[config.mk]
export PLATFORM = sky130hd
export DESIGN_NAME = call_controller
export DESIGN_NICKNAME = d
export VERILOG_FILES = /design/src/rtl/call_ctrl_pkg.sv /design/src/rtl/call_timer.sv /design/src/rtl/call_controller.sv
export SDC_FILE = /design/constraint.sdc
export NUM_CORES = 1
export LEC_CHECK = 0
export ABC_AREA = 1
export CAP_MARGIN = 20
export CORE_MARGIN = 2
export CORE_UTILIZATION = 50
export CTS_CLUSTER_SIZE = 16
export DETAILED_ROUTE_END_ITERATION = 10
export PLACE_DENSITY = 0.8
export SYNTH_ARGS = -nofsm -noshare
export SYNTH_HDL_FRONTEND = slang
export SYNTH_SLANG_ARGS = --single-unit
export TNS_END_PERCENT = 100
[constraint.sdc]
create_clock -name clk -period 6.19 [get_ports clk]
set_input_delay 1.857 -clock clk [delete_from_list [all_inputs] [get_ports clk]]
set_output_delay 1.857 -clock clk [all_outputs]
set_load 0.05 [all_outputs]
[src/rtl/call_ctrl_pkg.sv]
// Shared codes for the call controller: UI commands, UI status, packet types and FSM states.
package call_ctrl_pkg;

  localparam int unsigned CODE_W = 3;
  localparam int unsigned NUM_W  = 8;
  localparam int unsigned ST_W   = 2;

  localparam logic [CODE_W-1:0] CMD_NOP    = 3'd0;
  localparam logic [CODE_W-1:0] CMD_DIAL   = 3'd1;
  localparam logic [CODE_W-1:0] CMD_ACCEPT = 3'd2;
  localparam logic [CODE_W-1:0] CMD_REJECT = 3'd3;
  localparam logic [CODE_W-1:0] CMD_HANGUP = 3'd4;

  localparam logic [CODE_W-1:0] INC_NONE        = 3'd0;
  localparam logic [CODE_W-1:0] INC_CONNECTED   = 3'd1;
  localparam logic [CODE_W-1:0] INC_REMOTE_BUSY = 3'd2;
  localparam logic [CODE_W-1:0] INC_NO_ANSWER   = 3'd3;
  localparam logic [CODE_W-1:0] INC_INCOMING    = 3'd5;
  localparam logic [CODE_W-1:0] INC_CALL_ENDED  = 3'd6;

  localparam logic [CODE_W-1:0] PKT_NONE   = 3'd0;
  localparam logic [CODE_W-1:0] PKT_REQ    = 3'd1;
  localparam logic [CODE_W-1:0] PKT_ACK    = 3'd2;
  localparam logic [CODE_W-1:0] PKT_BUSY   = 3'd3;
  localparam logic [CODE_W-1:0] PKT_END    = 3'd4;
  localparam logic [CODE_W-1:0] PKT_REJECT = 3'd5;

  localparam logic [ST_W-1:0] ST_IDLE      = 2'd0;
  localparam logic [ST_W-1:0] ST_CALL_OUT  = 2'd1;
  localparam logic [ST_W-1:0] ST_RING_IN   = 2'd2;
  localparam logic [ST_W-1:0] ST_CONNECTED = 2'd3;

  typedef struct packed {
    logic [CODE_W-1:0] ptype;
    logic [NUM_W-1:0]  addr;
  } tx_pkt_t;

  function automatic tx_pkt_t make_pkt(input logic [CODE_W-1:0] ptype, input logic [NUM_W-1:0] addr);
    tx_pkt_t p;
    p.ptype = ptype;
    p.addr  = addr;
    return p;
  endfunction

endpackage

[src/rtl/call_timer.sv]
// Ring/answer down-counter: load on entry to a timed state, clear otherwise, expired when it reads 0.
module call_timer #(
  parameter int unsigned TIMEOUT_CYCLES = 27000000
) (
  input  logic clk,
  input  logic reset,
  input  logic load,
  input  logic clear,
  output logic expired_c
);

  localparam int unsigned TW = (TIMEOUT_CYCLES > 1) ? $clog2(TIMEOUT_CYCLES) : 1;

  logic [TW-1:0] count;

  always_ff @(posedge clk or negedge reset) begin
    if (!reset)              count <= '0;
    else if (load)           count <= TW'(TIMEOUT_CYCLES - 1);
    else if (clear)          count <= '0;
    else if (count != '0)    count <= count - TW'(1);
  end

  assign expired_c = (count == '0);

endmodule

[src/rtl/call_controller.sv]
// Call signalling FSM: UI commands and received packets drive call state, status codes and TX packets.
module call_controller
  import call_ctrl_pkg::*;
#(
  parameter int unsigned TIMEOUT_CYCLES = 27000000,
  parameter logic [7:0]  MY_NUM         = 8'd0
) (
  input  logic       clk,
  input  logic       reset,
  input  logic [2:0] command,
  input  logic [7:0] phn_num,
  output logic [2:0] inc_command,
  output logic [7:0] caller_num,
  output logic       tx_valid,
  input  logic       tx_ready,
  output logic [2:0] tx_type,
  output logic [7:0] tx_addr,
  input  logic       rx_valid,
  input  logic [2:0] rx_type,
  input  logic [7:0] rx_addr,
  output logic       call_active
);

  logic [ST_W-1:0]   state, state_n;
  logic [CODE_W-1:0] inc_n;
  logic [NUM_W-1:0]  caller_n;
  logic              q_en;
  tx_pkt_t           q_pkt;
  tx_pkt_t           slot;
  logic              slot_valid;
  logic              expired_c, timer_load_c, timer_clear_c;
  logic              rx_ok_c, rx_peer_c, rx_req_c, tx_free_c;

  // Our own number echoed back by the transport is never a real peer.
  assign rx_ok_c   = rx_valid && (rx_addr != MY_NUM);
  assign rx_peer_c = rx_ok_c && (rx_addr == caller_num);
  assign rx_req_c  = rx_ok_c && (rx_type == PKT_REQ);

  call_timer #(.TIMEOUT_CYCLES(TIMEOUT_CYCLES)) u_timer (
    .clk       (clk),
    .reset     (reset),
    .load      (timer_load_c),
    .clear     (timer_clear_c),
    .expired_c (expired_c)
  );

  always_ff @(posedge clk or negedge reset) begin
    if (!reset) state <= ST_IDLE;
    else        state <= state_n;
  end

  // Priority: peer END, then UI command, then other rx; expiry only when nothing else moves the FSM.
  always_comb begin
    state_n  = state;
    inc_n    = inc_command;
    caller_n = caller_num;
    q_en     = 1'b0;
    q_pkt    = '0;
    if ((state != ST_IDLE) && rx_peer_c && (rx_type == PKT_END)) begin
      state_n = ST_IDLE;
      inc_n   = INC_CALL_ENDED;
    end else begin
      case (state)
        ST_IDLE: begin
          if (command == CMD_DIAL) begin
            state_n  = ST_CALL_OUT;
            caller_n = phn_num;
            q_en     = 1'b1;
            q_pkt    = make_pkt(PKT_REQ, phn_num);
          end else if (rx_req_c) begin
            state_n  = ST_RING_IN;
            caller_n = rx_addr;
            inc_n    = INC_INCOMING;
          end
        end
        ST_CALL_OUT: begin
          if (command == CMD_HANGUP) begin
            state_n = ST_IDLE;
            inc_n   = INC_CALL_ENDED;
            q_en    = 1'b1;
            q_pkt   = make_pkt(PKT_END, caller_num);
          end else if (rx_peer_c && (rx_type == PKT_ACK)) begin
            state_n = ST_CONNECTED;
            inc_n   = INC_CONNECTED;
          end else if (rx_peer_c && ((rx_type == PKT_BUSY) || (rx_type == PKT_REJECT))) begin
            state_n = ST_IDLE;
            inc_n   = INC_REMOTE_BUSY;
          end else if (expired_c) begin
            state_n = ST_IDLE;
            inc_n   = INC_NO_ANSWER;
            q_en    = 1'b1;
            q_pkt   = make_pkt(PKT_END, caller_num);
          end else if (rx_req_c) begin
            q_en  = 1'b1;
            q_pkt = make_pkt(PKT_BUSY, rx_addr);
          end
        end
        ST_RING_IN: begin
          if (command == CMD_HANGUP) begin
            state_n = ST_IDLE;
            inc_n   = INC_CALL_ENDED;
            q_en    = 1'b1;
            q_pkt   = make_pkt(PKT_END, caller_num);
          end else if (command == CMD_ACCEPT) begin
            state_n = ST_CONNECTED;
            inc_n   = INC_CONNECTED;
            q_en    = 1'b1;
            q_pkt   = make_pkt(PKT_ACK, caller_num);
          end else if (command == CMD_REJECT) begin
            state_n = ST_IDLE;
            inc_n   = INC_CALL_ENDED;
            q_en    = 1'b1;
            q_pkt   = make_pkt(PKT_REJECT, caller_num);
          end else if (expired_c) begin
            state_n = ST_IDLE;
            inc_n   = INC_NO_ANSWER;
            q_en    = 1'b1;
            q_pkt   = make_pkt(PKT_END, caller_num);
          end else if (rx_req_c) begin
            q_en  = 1'b1;
            q_pkt = make_pkt(PKT_BUSY, rx_addr);
          end
        end
        default: begin
          if (command == CMD_HANGUP) begin
            state_n = ST_IDLE;
            inc_n   = INC_CALL_ENDED;
            q_en    = 1'b1;
            q_pkt   = make_pkt(PKT_END, caller_num);
          end else if (rx_req_c) begin
            q_en  = 1'b1;
            q_pkt = make_pkt(PKT_BUSY, rx_addr);
          end
        end
      endcase
    end
  end

  assign timer_clear_c = (state_n == ST_IDLE) || (state_n == ST_CONNECTED);
  assign timer_load_c  = !timer_clear_c && (state_n != state);

  always_ff @(posedge clk or negedge reset) begin
    if (!reset) begin
      inc_command <= INC_NONE;
      caller_num  <= '0;
      call_active <= 1'b0;
    end else begin
      inc_command <= inc_n;
      caller_num  <= caller_n;
      call_active <= (state_n == ST_CONNECTED);
    end
  end

  // Output register plus one holding slot; a packet arriving with both full is dropped.
  assign tx_free_c = !tx_valid || tx_ready;

  always_ff @(posedge clk or negedge reset) begin
    if (!reset) begin
      tx_valid   <= 1'b0;
      tx_type    <= '0;
      tx_addr    <= '0;
      slot       <= '0;
      slot_valid <= 1'b0;
    end else if (tx_free_c) begin
      if (slot_valid) begin
        tx_valid   <= 1'b1;
        tx_type    <= slot.ptype;
        tx_addr    <= slot.addr;
        slot       <= q_pkt;
        slot_valid <= q_en;
      end else if (q_en) begin
        tx_valid <= 1'b1;
        tx_type  <= q_pkt.ptype;
        tx_addr  <= q_pkt.addr;
      end else begin
        tx_valid <= 1'b0;
      end
    end else if (q_en && !slot_valid) begin
      slot       <= q_pkt;
      slot_valid <= 1'b1;
    end
  end

endmodule

==> flow_summary.json <==
{
  "synth_edf_count": 0,
  "relSlewSlack_pct": 25.95,
  "whs_ps": 475.8,
  "finalCoreUtilization_pct": 59.19,
  "cp_common_cell": "inv_1",
  "crit_start": "command[2]",
  "crit_path_max_fanout": 35,
  "syn_inst": 726,
  "drv_slew": 0,
  "hold_viol_final": 0,
  "post_cts_buffers": 0,
  "ir_worst_vdd_v": 0.0002875,
  "syn_nets": 758,
  "grt_pass1_vias": 4465,
  "die_x_um": 101.8,
  "track_usage_pct": 25.56,
  "start_util_pct": 51.54,
  "crit_required_ps": 6470,
  "reg2reg_depth": 22,
  "insertion_delay_ps": 350,
  "grt_pass1_wl_mm": 21.23,
  "powerDensity_nw_per_um2": 520.0,
  "rr_endpoint": "u_timer.count[20]",
  "antenna_found_initial": 0,
  "overflow": 0,
  "holdBufCountCts": 0,
  "place_area_um2": 5321,
  "worst_slew_pin_slew_ps": 1103,
  "drc": 0,
  "cts_made_buffers": 9,
  "grt_max_degree": 64,
  "drt_iter0_drc": 665,
  "pin_count": 50,
  "cp-start-kind": "input port",
  "final_cell_area_um2": 5495,
  "rsz0062_at_grt": "false",
  "cp_slowest_cell": "clkdlybuf4s50_1",
  "syn_avg_cell_area_um2": 6.590,
  "portBuffers": 49,
  "setup_viol_count_final": 0,
  "dieArea_um2": 10370,
  "clock.fmax_ghz": 0.1969,
  "cts_max_level": 3,
  "core_area_um2": 9284,
  "drt_first_pass_iters": 5,
  "hold_path_class": "reg -> reg",
  "slowest_delay_ps": 560,
  "worstHoldStart": "tx_addr[1]",
  "fp-row-count": 35,
  "clock-sinks": 63,
  "skew_ps": 18.42,
  "critical_path.cell_chain": "clkdlybuf4s50_1 -> inv_1 -> nor3_2 -> inv_2 -> nand3_1 -> nand2_1 -> inv_1 -> nand2_1 -> nand2_2 -> inv_1 -> ha_1 -> inv_1 -> a31oi_1 -> o21ai_0 -> nand2_2 -> nand2_1 -> inv_1",
  "cts-resized-gates": 0,
  "tns_ps": 0,
  "drv_cap": 0,
  "synthArstFlopShare_pct": 100.0,
  "ys_seq_elements": 63,
  "final_antenna_net_count": 0,
  "routed_wl_mm": 12.62,
  "ys_seq_area_share_pct": 32.95,
  "setup.worst_path.end": "u_timer.count[20]",
  "die_height_um": 101.8,
  "synth_flop_cell": "dfrtp_1",
  "syn_area_um2": 4785,
  "yosys_warnings": 0,
  "r2r_start": "u_timer.count[0]",
  "cts_root_buffer": "clkbuf_8",
  "clockBufferDepth": 2,
  "antenna_cells": 0,
  "drive_gt1_share_pct": 11.41,
  "path_class": "in -> reg",
  "endpoint_kind": "register",
  "vias": 4938,
  "dpl.hpwl_mm": 9.209,
  "fin_crit_ps": 5078,
  "reg2reg_slack_ps": 2390,
  "syn2layout_area_growth_pct": 14.85,
  "vias_per_cell": 5.487,
  "run_status": "completed",
  "synthDistinctLibCells": 42,
  "gp_congestion": 1.015,
  "p_leak_uw": 0.002753,
  "post_drt_wl_per_cell_um": 14.02,
  "cp.arrival_ps": 5360,
  "finalCritPeriodShare_pct": 82.03,
  "clk_pin_slew_ps": 70,
  "cts_tree": "yes",
  "final_nets": 798
}
-- sequential cells by signal, summed over array words and instances (netlist names) --
register / flops
state: 2
tx_addr: 8
tx_valid: 1
slot_valid: 1
slot: 11
inc_command: 3
tx_type: 3
caller_num: 8
call_active: 1
u_timer.count: 25
-- stage by stage --
step / cells / total power (uW) / worst slack [ps]
detailed placement: 884 / 2519 / 820.7
CTS: 900 / 2854 / 1179
floorplan: 726 / 2132 / 2109
global route: 900 / 3125 / 809.2
finish: 900 / 2857 / 1112
global placement: 884 / 2463 / 938.3
-- cell usage in the layout (no fill, tap or decap), types with 6 or more instances in the layout --
cell type	n
clkdlybuf4s50_1	48
nand2_2	25
inv_2	12
nand2_1	210
nand3_1	47
nand4_1	7
clkbuf_8	10
o211ai_1	9
inv_1	89
o21ai_1	15
nand3b_1	7
nor2_2	10
a21oi_1	27
nor3_1	8
dfrtp_1	63
ha_1	6
nor2_1	57
o21ai_0	65
-- final cells by class --
cell class,instances,area [um^2]
tap,129,161.4
timing repair buffer,51,500.5
multi-input combinational,539,2700
sequential,63,1577
clock inverter,6,36.28
clock buffer,10,137.6
fill,892,3789
inverter,102,382.9
-- worst min-delay path by stage --
stage	to	slack, ps	cells after the start
2_1_floorplan	slot[9]	460	2
3_3_place_gp	tx_addr[0]	460	2
3_5_place_dp	tx_addr[1]	470	2
4_1_cts	tx_type[1]	480	2
5_1_grt	tx_addr[1]	500	2
6_report	tx_addr[1]	480	2
-- synthesized netlist by cell type, types with 5 or more instances --
cell | n | area [um^2]
dfrtp_1 | 63 | 1577
nand2_1 | 210 | 788.3
nand3_1 | 47 | 235.2
o211ai_1 | 9 | 67.56
nor2_1 | 57 | 214.0
nor3_1 | 8 | 40.04
nand2_2 | 25 | 156.4
nor2_4 | 5 | 56.30
nand4_1 | 7 | 43.79
a21oi_1 | 27 | 135.1
clkbuf_1 | 14 | 52.55
nor2_2 | 10 | 62.56
ha_1 | 6 | 75.07
o21bai_1 | 5 | 37.54
inv_1 | 89 | 334.1
inv_2 | 12 | 45.04
o21ai_0 | 65 | 325.3
nand3b_1 | 7 | 52.55
o21ai_1 | 15 | 75.07
-- critical path, delay by kind of cell --
family	cells	cell delay, ps
adders and majority gates	1	550
buffers and inverters	7	1530
AOI/OAI and AO/OA	2	340
and+or+nand+nor	7	1060
-- power breakdown --
group / switching, uW / total (uW) / internal (uW)
clock: 171 / 325 / 154
sequential: 155 / 748 / 593
combinational: 1220 / 1790 / 570
-- metal layers --
| metal | part of all wire, % | global-route usage [%] |
|---|---|---|
| met3 | 7.5 | 4.241 |
| met2 | 44 | 39.93 |
| met5 | 0 | 0 |
| met1 | 47 | 36.62 |
| met4 | 1.2 | 7.692 |
-- kinds of logic (layout without fill, tap and decap cells) --
| group | count (synthesis) | count (layout) | share of synthesized area (%) |
|---|---|---|---|
| simple gates | 395 | 395 | 38.55 |
| compound gates | 132 | 132 | 15.22 |
| buf+inv | 124 | 169 | 10.62 |
| flops | 63 | 63 | 32.95 |
| fa+ha+maj | 6 | 6 | 1.569 |
| xor+xnor | 6 | 6 | 1.098 |
(Power assumes the default switching activity.)
